--- src/rtl/aes_pkg.sv ---
// Shared AES definitions: key-size mode codes, per-mode schedule sizes,
// GF(2^8) doubling and the round-constant seed used by the key expander.
package aes_pkg;

    localparam int AES_WORD_W = 32;

    typedef enum logic [1:0] {
        MOD_128     = 2'b00,
        MOD_192     = 2'b01,
        MOD_256     = 2'b10,
        MOD_ILLEGAL = 2'b11
    } aes_mod_e;

    typedef enum logic [1:0] {
        ST_IDLE = 2'd0,
        ST_GEN  = 2'd1,
        ST_DONE = 2'd2
    } kx_state_e;

    localparam logic [7:0] RCON_INIT = 8'h01;

    // Key length in 32-bit words.
    function automatic logic [3:0] nk_of(input logic [1:0] m);
        case (m)
            MOD_192: nk_of = 4'd6;
            MOD_256: nk_of = 4'd8;
            default: nk_of = 4'd4;
        endcase
    endfunction

    // Number of expanded words, 4*(Nr+1).
    function automatic logic [5:0] nwords_of(input logic [1:0] m);
        case (m)
            MOD_192: nwords_of = 6'd52;
            MOD_256: nwords_of = 6'd60;
            default: nwords_of = 6'd44;
        endcase
    endfunction

    function automatic logic [7:0] xtime(input logic [7:0] x);
        xtime = {x[6:0], 1'b0} ^ (x[7] ? 8'h1b : 8'h00);
    endfunction

endpackage

--- src/rtl/aes_sbox_word.sv ---
// Four parallel AES S-box lookups on a 32-bit word; purely combinational,
// shared by the key expander and the cipher's SubBytes stage.
module aes_sbox_word (
    input  logic [31:0] i_word,
    output logic [31:0] o_word
);

    localparam logic [0:255][7:0] SBOX = {
        128'h637c777bf26b6fc53001672bfed7ab76,
        128'hca82c97dfa5947f0add4a2af9ca472c0,
        128'hb7fd9326363ff7cc34a5e5f171d83115,
        128'h04c723c31896059a071280e2eb27b275,
        128'h09832c1a1b6e5aa0523bd6b329e32f84,
        128'h53d100ed20fcb15b6acbbe394a4c58cf,
        128'hd0efaafb434d338545f9027f503c9fa8,
        128'h51a3408f929d38f5bcb6da2110fff3d2,
        128'hcd0c13ec5f974417c4a77e3d645d1973,
        128'h60814fdc222a908846eeb814de5e0bdb,
        128'he0323a0a4906245cc2d3ac629195e479,
        128'he7c8376d8dd54ea96c56f4ea657aae08,
        128'hba78252e1ca6b4c6e8dd741f4bbd8b8a,
        128'h703eb5664803f60e613557b986c11d9e,
        128'he1f8981169d98e949b1e87e9ce5528df,
        128'h8ca1890dbfe6426841992d0fb054bb16
    };

    always_comb begin
        o_word = {SBOX[i_word[31:24]], SBOX[i_word[23:16]],
                  SBOX[i_word[15:8]],  SBOX[i_word[7:0]]};
    end

endmodule

--- src/rtl/aes_key_expand_seq.sv ---
// Iterative AES key schedule: streams w[0..4(Nr+1)-1] one word per accepted
// beat from a sliding window holding the Nk most recent words.
module aes_key_expand_seq
    import aes_pkg::*;
#(
    parameter int WORD_W = 32,
    parameter int KEY_W  = 256
) (
    input  logic              clk,
    input  logic              reset,
    input  logic              start,
    input  logic [1:0]        mod,
    input  logic [KEY_W-1:0]  key_in,
    input  logic              rk_ready,
    output logic              rk_valid,
    output logic [WORD_W-1:0] rk_word,
    output logic [5:0]        rk_index,
    output logic              busy,
    output logic              done,
    output logic              err,
    output logic [1:0]        o_dbg_state
);

    // Handshake: a beat transfers on any rising edge where rk_valid & rk_ready;
    // rk_word/rk_index are held unchanged until that edge, and rk_valid never
    // drops without a transfer except on reset.

    kx_state_e         r_state;
    kx_state_e         w_state_nxt;
    logic [WORD_W-1:0] r_win [8];
    logic [3:0]        r_nk;
    logic [5:0]        r_nwords;
    logic [5:0]        r_idx;
    logic [2:0]        r_phase;
    logic [7:0]        r_rcon;
    logic              r_err;

    logic              w_start_ok;
    logic              w_start_bad;
    logic              w_accept;
    logic              w_last;
    logic [2:0]        w_top_sel;
    logic [WORD_W-1:0] w_newest;
    logic [WORD_W-1:0] w_sbox_in;
    logic [WORD_W-1:0] w_sbox_out;
    logic [WORD_W-1:0] w_temp;
    logic [WORD_W-1:0] w_next_word;

    assign w_start_ok  = (r_state == ST_IDLE) && start && (mod != MOD_ILLEGAL);
    assign w_start_bad = (r_state == ST_IDLE) && start && (mod == MOD_ILLEGAL);
    assign w_accept    = (r_state == ST_GEN) && rk_ready;
    assign w_last      = (r_idx == r_nwords - 6'd1);
    assign w_top_sel   = 3'(r_nk - 4'd1);

    // While w[i] is presented the window holds w[i..i+Nk-1]; the word
    // generated now is w[i+Nk] = w[i] ^ f(w[i+Nk-1]), and (i+Nk) mod Nk = i mod Nk.
    assign w_newest  = r_win[w_top_sel];
    assign w_sbox_in = (r_phase == 3'd0) ? {w_newest[23:0], w_newest[31:24]} : w_newest;

    aes_sbox_word u_sbox (
        .i_word (w_sbox_in),
        .o_word (w_sbox_out)
    );

    always_comb begin
        w_temp = w_newest;
        if (r_phase == 3'd0) begin
            w_temp = w_sbox_out ^ {r_rcon, 24'h0};
        end else if ((r_nk == 4'd8) && (r_phase == 3'd4)) begin
            w_temp = w_sbox_out;
        end
        w_next_word = r_win[0] ^ w_temp;
    end

    always_ff @(posedge clk or posedge reset) begin
        if (reset) begin
            r_state <= ST_IDLE;
        end else begin
            r_state <= w_state_nxt;
        end
    end

    always_comb begin
        w_state_nxt = r_state;
        case (r_state)
            ST_IDLE: if (w_start_ok) w_state_nxt = ST_GEN;
            ST_GEN:  if (w_accept && w_last) w_state_nxt = ST_DONE;
            ST_DONE: w_state_nxt = ST_IDLE;
            default: w_state_nxt = ST_IDLE;
        endcase
    end

    always_comb begin
        rk_valid    = (r_state == ST_GEN);
        busy        = (r_state == ST_GEN);
        done        = (r_state == ST_DONE);
        err         = r_err;
        rk_word     = r_win[0];
        rk_index    = r_idx;
        o_dbg_state = r_state;
    end

    always_ff @(posedge clk or posedge reset) begin
        if (reset) begin
            for (int k = 0; k < 8; k++) r_win[k] <= '0;
            r_nk     <= 4'd4;
            r_nwords <= 6'd44;
            r_idx    <= 6'd0;
            r_phase  <= 3'd0;
            r_rcon   <= RCON_INIT;
            r_err    <= 1'b0;
        end else begin
            r_err <= w_start_bad;
            if (w_start_ok) begin
                for (int k = 0; k < 8; k++) begin
                    r_win[k] <= key_in[KEY_W-1-WORD_W*k -: WORD_W];
                end
                r_nk     <= nk_of(mod);
                r_nwords <= nwords_of(mod);
                r_idx    <= 6'd0;
                r_phase  <= 3'd0;
                r_rcon   <= RCON_INIT;
            end else if (w_accept) begin
                for (int k = 0; k < 7; k++) begin
                    r_win[k] <= (3'(k) == w_top_sel) ? w_next_word : r_win[k+1];
                end
                r_win[7] <= w_next_word;
                r_idx    <= r_idx + 6'd1;
                r_phase  <= (r_phase == w_top_sel) ? 3'd0 : r_phase + 3'd1;
                if (r_phase == 3'd0) r_rcon <= xtime(r_rcon);
            end
        end
    end

endmodule

--- config.mk ---
export PLATFORM = sky130hd
export DESIGN_NAME = aes_key_expand_seq
export DESIGN_NICKNAME = d
export VERILOG_FILES = /design/src/rtl/aes_pkg.sv /design/src/rtl/aes_sbox_word.sv /design/src/rtl/aes_key_expand_seq.sv
export SDC_FILE = /design/constraint.sdc
export NUM_CORES = 2
export LEC_CHECK = 0
export BUFFER_PORTS_ARGS = -buffer_cell sky130_fd_sc_hd__buf_2
export CAP_MARGIN = 15
export CORE_MARGIN = 4
export CORE_UTILIZATION = 26
export DETAILED_ROUTE_END_ITERATION = 6
export SETUP_SLACK_MARGIN = 0.1
export SYNTH_ARGS = -nofsm -noshare
export SYNTH_HDL_FRONTEND = slang
export SYNTH_HIERARCHICAL = 1
export SYNTH_SLANG_ARGS = --single-unit
--- constraint.sdc ---
create_clock -name clk -period 12.1 [get_ports clk]
set_input_delay 1.815 -clock clk [delete_from_list [all_inputs] [get_ports clk]]
set_output_delay 1.815 -clock clk [all_outputs]
set_load 0.02 [all_outputs]
==> metrics.json <==
{
  "outcome": {"value": "complete, but fails checks"},
  "violations": {"value": "DRC"},
  "global_route_wire_length_before_repair": {"value": 215000, "unit": "um"},
  "detailedRoute.firstIterationViolations": {"value": 5754},
  "drive_gt1_frac": {"value": 0.156},
  "required": {"value": 12520, "unit": "ps"},
  "maxCapViolCount": {"value": 0},
  "async_reset_ff_frac": {"value": 1.00},
  "final.hold.worst_slack": {"value": 471, "unit": "ps"},
  "top_cell_type_by_total_area_after_synthesis": {"value": "sky130_fd_sc_hd__dfrtp_1"},
  "finalWeightedCongestion": {"value": 1.03},
  "final_cell_mix": {"value": "331 x sky130_fd_sc_hd__nand2_1, 312 x sky130_fd_sc_hd__o21ai_0, 305 x sky130_fd_sc_hd__buf_2, 277 x sky130_fd_sc_hd__dfrtp_1, 219 x sky130_fd_sc_hd__nor2_1"},
  "latest_clock_arrival_within_the_worst_skew_pair": {"value": 590, "unit": "ps"},
  "relSlewSlack": {"value": 0.212},
  "detail_route.vias_per_cell": {"value": 6.27},
  "synth.lib_cells_used.distinct": {"value": 108},
  "postSynthNetCount": {"value": 4315},
  "worstMarginPinSlew": {"value": 1180, "unit": "ps"},
  "clock_sinks": {"value": 281},
  "root_buffer": {"value": "sky130_fd_sc_hd__clkbuf_16"},
  "detailed_place_hpwl": {"value": 98700, "unit": "um"},
  "fillerInstances": {"value": 12657},
  "achievable-frequency": {"value": 140, "unit": "MHz"},
  "worst-endpoint-arrival": {"value": 7540, "unit": "ps"},
  "floorplan.rows": {"value": 126},
  "finalHoldViolCount": {"value": 0},
  "cts_made_buffers": {"value": 36},
  "synthTopCellsByArea": {"value": "sky130_fd_sc_hd__dfrtp_1 22%, sky130_fd_sc_hd__o21ai_0 5.0%, sky130_fd_sc_hd__mux4_2 4.7%"},
  "routed_wire_length_per_instance": {"value": 26.7, "unit": "um"},
  "pin_count_of_the_biggest_net_entering_global_routing": {"value": 166},
  "criticalPathCategory": {"value": "reg2reg"},
  "die_h": {"value": 353, "unit": "um"},
  "drc_errors": {"value": 1},
  "dr.pass1.iters": {"value": 7},
  "clock_slew_seen_by_the_registers_of_the_worst_setup_and_hold_paths": {"value": 60, "unit": "ps"},
  "ys_warn_count": {"value": 6},
  "tritoncts_clock_tree": {"value": "yes"},
  "count_of_h_tree_levels_built_during_cts": {"value": 2},
  "reg2reg_from": {"value": "r_nk[2]"},
  "cts_resized": {"value": 0},
  "synth-seq-cells": {"value": 281},
  "area.growth.synth_to_final": {"value": 9.56, "unit": "%"},
  "hold_class": {"value": "reg2reg"},
  "synth_edf_count": {"value": 0},
  "overflow": {"value": 0},
  "finish.utilization": {"value": 0.287},
  "post-cts-setup-buffer-count": {"value": 0},
  "starting_density": {"value": 0.262},
  "port-buffer-count": {"value": 305},
  "setup.worst_path.start": {"value": "r_nk[2]"},
  "cp-end-kind": {"value": "register"},
  "floorplan_core_area": {"value": 118000, "unit": "um^2"},
  "crit_fanout": {"value": 33},
  "post_synth_inst_count": {"value": 3981},
  "holdCritStartpoint": {"value": "r_win[187]"},
  "grt_setup_unrepaired": {"value": "no"},
  "min_period_over_period": {"value": 0.589},
  "clock_skew": {"value": 24.3, "unit": "ps"},
  "post-synth-top-area-fraction": {"value": 0.225},
  "antenna_left": {"value": 0},
  "final-max-slew-violation-count": {"value": 0},
  "die-area": {"value": 125000, "unit": "um^2"},
  "io_pins": {"value": 306},
  "clk_path_buf_depth": {"value": 3},
  "grt_pass1_vias": {"value": 31407},
  "cp-start-kind": {"value": "register"},
  "synthesis.area_per_instance": {"value": 7.78, "unit": "um^2"},
  "post_dp_cell_area": {"value": 32600, "unit": "um^2"},
  "drt_wl_total": {"value": 146000, "unit": "um"},
  "globalRouteTotalUtil": {"value": 0.220},
  "finalCriticalPeriod": {"value": 7130, "unit": "ps"},
  "num-nets-final": {"value": 4230},
  "setup-violations-final": {"value": 0},
  "vias": {"value": 34293},
  "synth_sequential_area_ratio": {"value": 0.227},
  "grt_antenna_before_repair": {"value": 16},
  "ctsHoldBuffers": {"value": 0},
  "finalInstanceArea": {"value": 33900, "unit": "um^2"},
  "netlist_area": {"value": 31000, "unit": "um^2"},
  "tns": {"value": 0, "unit": "ps"},
  "die_width": {"value": 353, "unit": "um"},
  "synthFlopType": {"value": "sky130_fd_sc_hd__dfrtp_1"},
  "final_common_cell": {"value": "sky130_fd_sc_hd__nand2_1"}
}
-- layer usage --
layer / share of wire / vias up / track usage
met3: 0.12 / 377 / 0.0513
li1: - / 14958 / -
met4: 0.044 / 10 / 0.0823
met5: 0.00040 / - / 0
met2: 0.43 / 2444 / 0.330
met1: 0.41 / 16504 / 0.307
-- Yosys cell counts, drive strengths merged (12+ instances only) --
cell type / instances
a2111oi: 13
a211o: 17
a211oi: 47
a21o: 21
a21oi: 204
a221o: 43
a221oi: 41
a22o: 12
a22oi: 182
a2bb2oi: 14
a311oi: 61
a31oi: 61
a41oi: 35
and2: 35
and3: 18
buf: 267
clkbuf: 216
dfrtp: 278
ha: 72
inv: 99
mux2: 48
mux2i: 57
mux4: 65
nand2: 333
nand2b: 111
nand3: 76
nand3b: 12
nand4: 31
nand4b: 46
nor2: 228
nor2b: 155
nor3: 131
nor3b: 31
o2111ai: 44
o211ai: 78
o21ai: 432
o221ai: 21
o22ai: 44
o311a: 13
o311ai: 53
o31ai: 22
or2: 23
or3: 16
xnor2: 30
xor2: 24
-- worst paths after layout --
| path | cells past startpoint | slack, ps | endpoint |
|---|---|---|---|
| worst max-delay path | 18 | 4970 | r_win[208] |
| worst min-delay path | 2 | 470 | r_win[187] |
| worst max register to register | 18 | 4970 | r_win[208] |
| worst min register to register | 2 | 470 | r_win[187] |
| max in group asynchronous | 3 | 9290 | r_win[125] |
| min in group asynchronous | 2 | 1250 | r_win[65] |
-- state kept, by name, indices dropped and copies added, names as in the netlist --
signal / flops
r_win: 224
rk_word: 32
r_rcon: 8
rk_index: 6
r_nk: 3
r_phase: 3
o_dbg_state: 2
r_nwords: 2
err: 1
-- final cells by class --
type | instances | area (um^2) | area share
Timing Repair Buffer | 360 | 1960 | 0.0579
Multi-Input combinational cell | 3114 | 21300 | 0.627
Sequential cell | 281 | 7040 | 0.208
Antenna cell | 7 | 17.5 | 0.000516
Tap cell | 1536 | 1920 | 0.0567
Inverter | 103 | 394 | 0.0116
Clock inverter | 19 | 319 | 0.00941
Clock buffer | 46 | 988 | 0.0291
-- per-stage QoR --
stage               instances  setup slack (ps)
floorplan                3981              2540
global placement         5394              5250
detailed placement       5394              5190
CTS                      5459              5180
global route             5465              4610
finish                   5466              4970
-- cell families after synthesis --
kind of cell	count (synthesis)	synth area share
flops	281	0.227
xor+xnor	54	0.0167
compound gates	1540	0.341
simple gates	1278	0.214
buf+inv	586	0.0886
mux	170	0.0833
fa+ha+maj	72	0.0291
-- worst max-delay path, cell delays in order (launching register included) --
cell                        delay, ps
sky130_fd_sc_hd__dfstp_2          590
sky130_fd_sc_hd__inv_1            110
sky130_fd_sc_hd__ha_2             710
sky130_fd_sc_hd__buf_4            540
sky130_fd_sc_hd__mux4_2           450
sky130_fd_sc_hd__mux2_2           690
sky130_fd_sc_hd__inv_1            380
sky130_fd_sc_hd__ha_1             710
sky130_fd_sc_hd__and2b_1          430
sky130_fd_sc_hd__or3_1            420
sky130_fd_sc_hd__a311oi_1         420
sky130_fd_sc_hd__a211oi_1         100
sky130_fd_sc_hd__mux2i_1          230
sky130_fd_sc_hd__a221o_1          280
sky130_fd_sc_hd__nor2b_1          100
sky130_fd_sc_hd__o2111ai_1        170
sky130_fd_sc_hd__o21ai_0          110
sky130_fd_sc_hd__a311oi_1         390
sky130_fd_sc_hd__o21ai_1          100
Power is left out: the tool's default activity adds up to more than one toggle a clock period on the data nets, which glitch-free logic cannot reach.
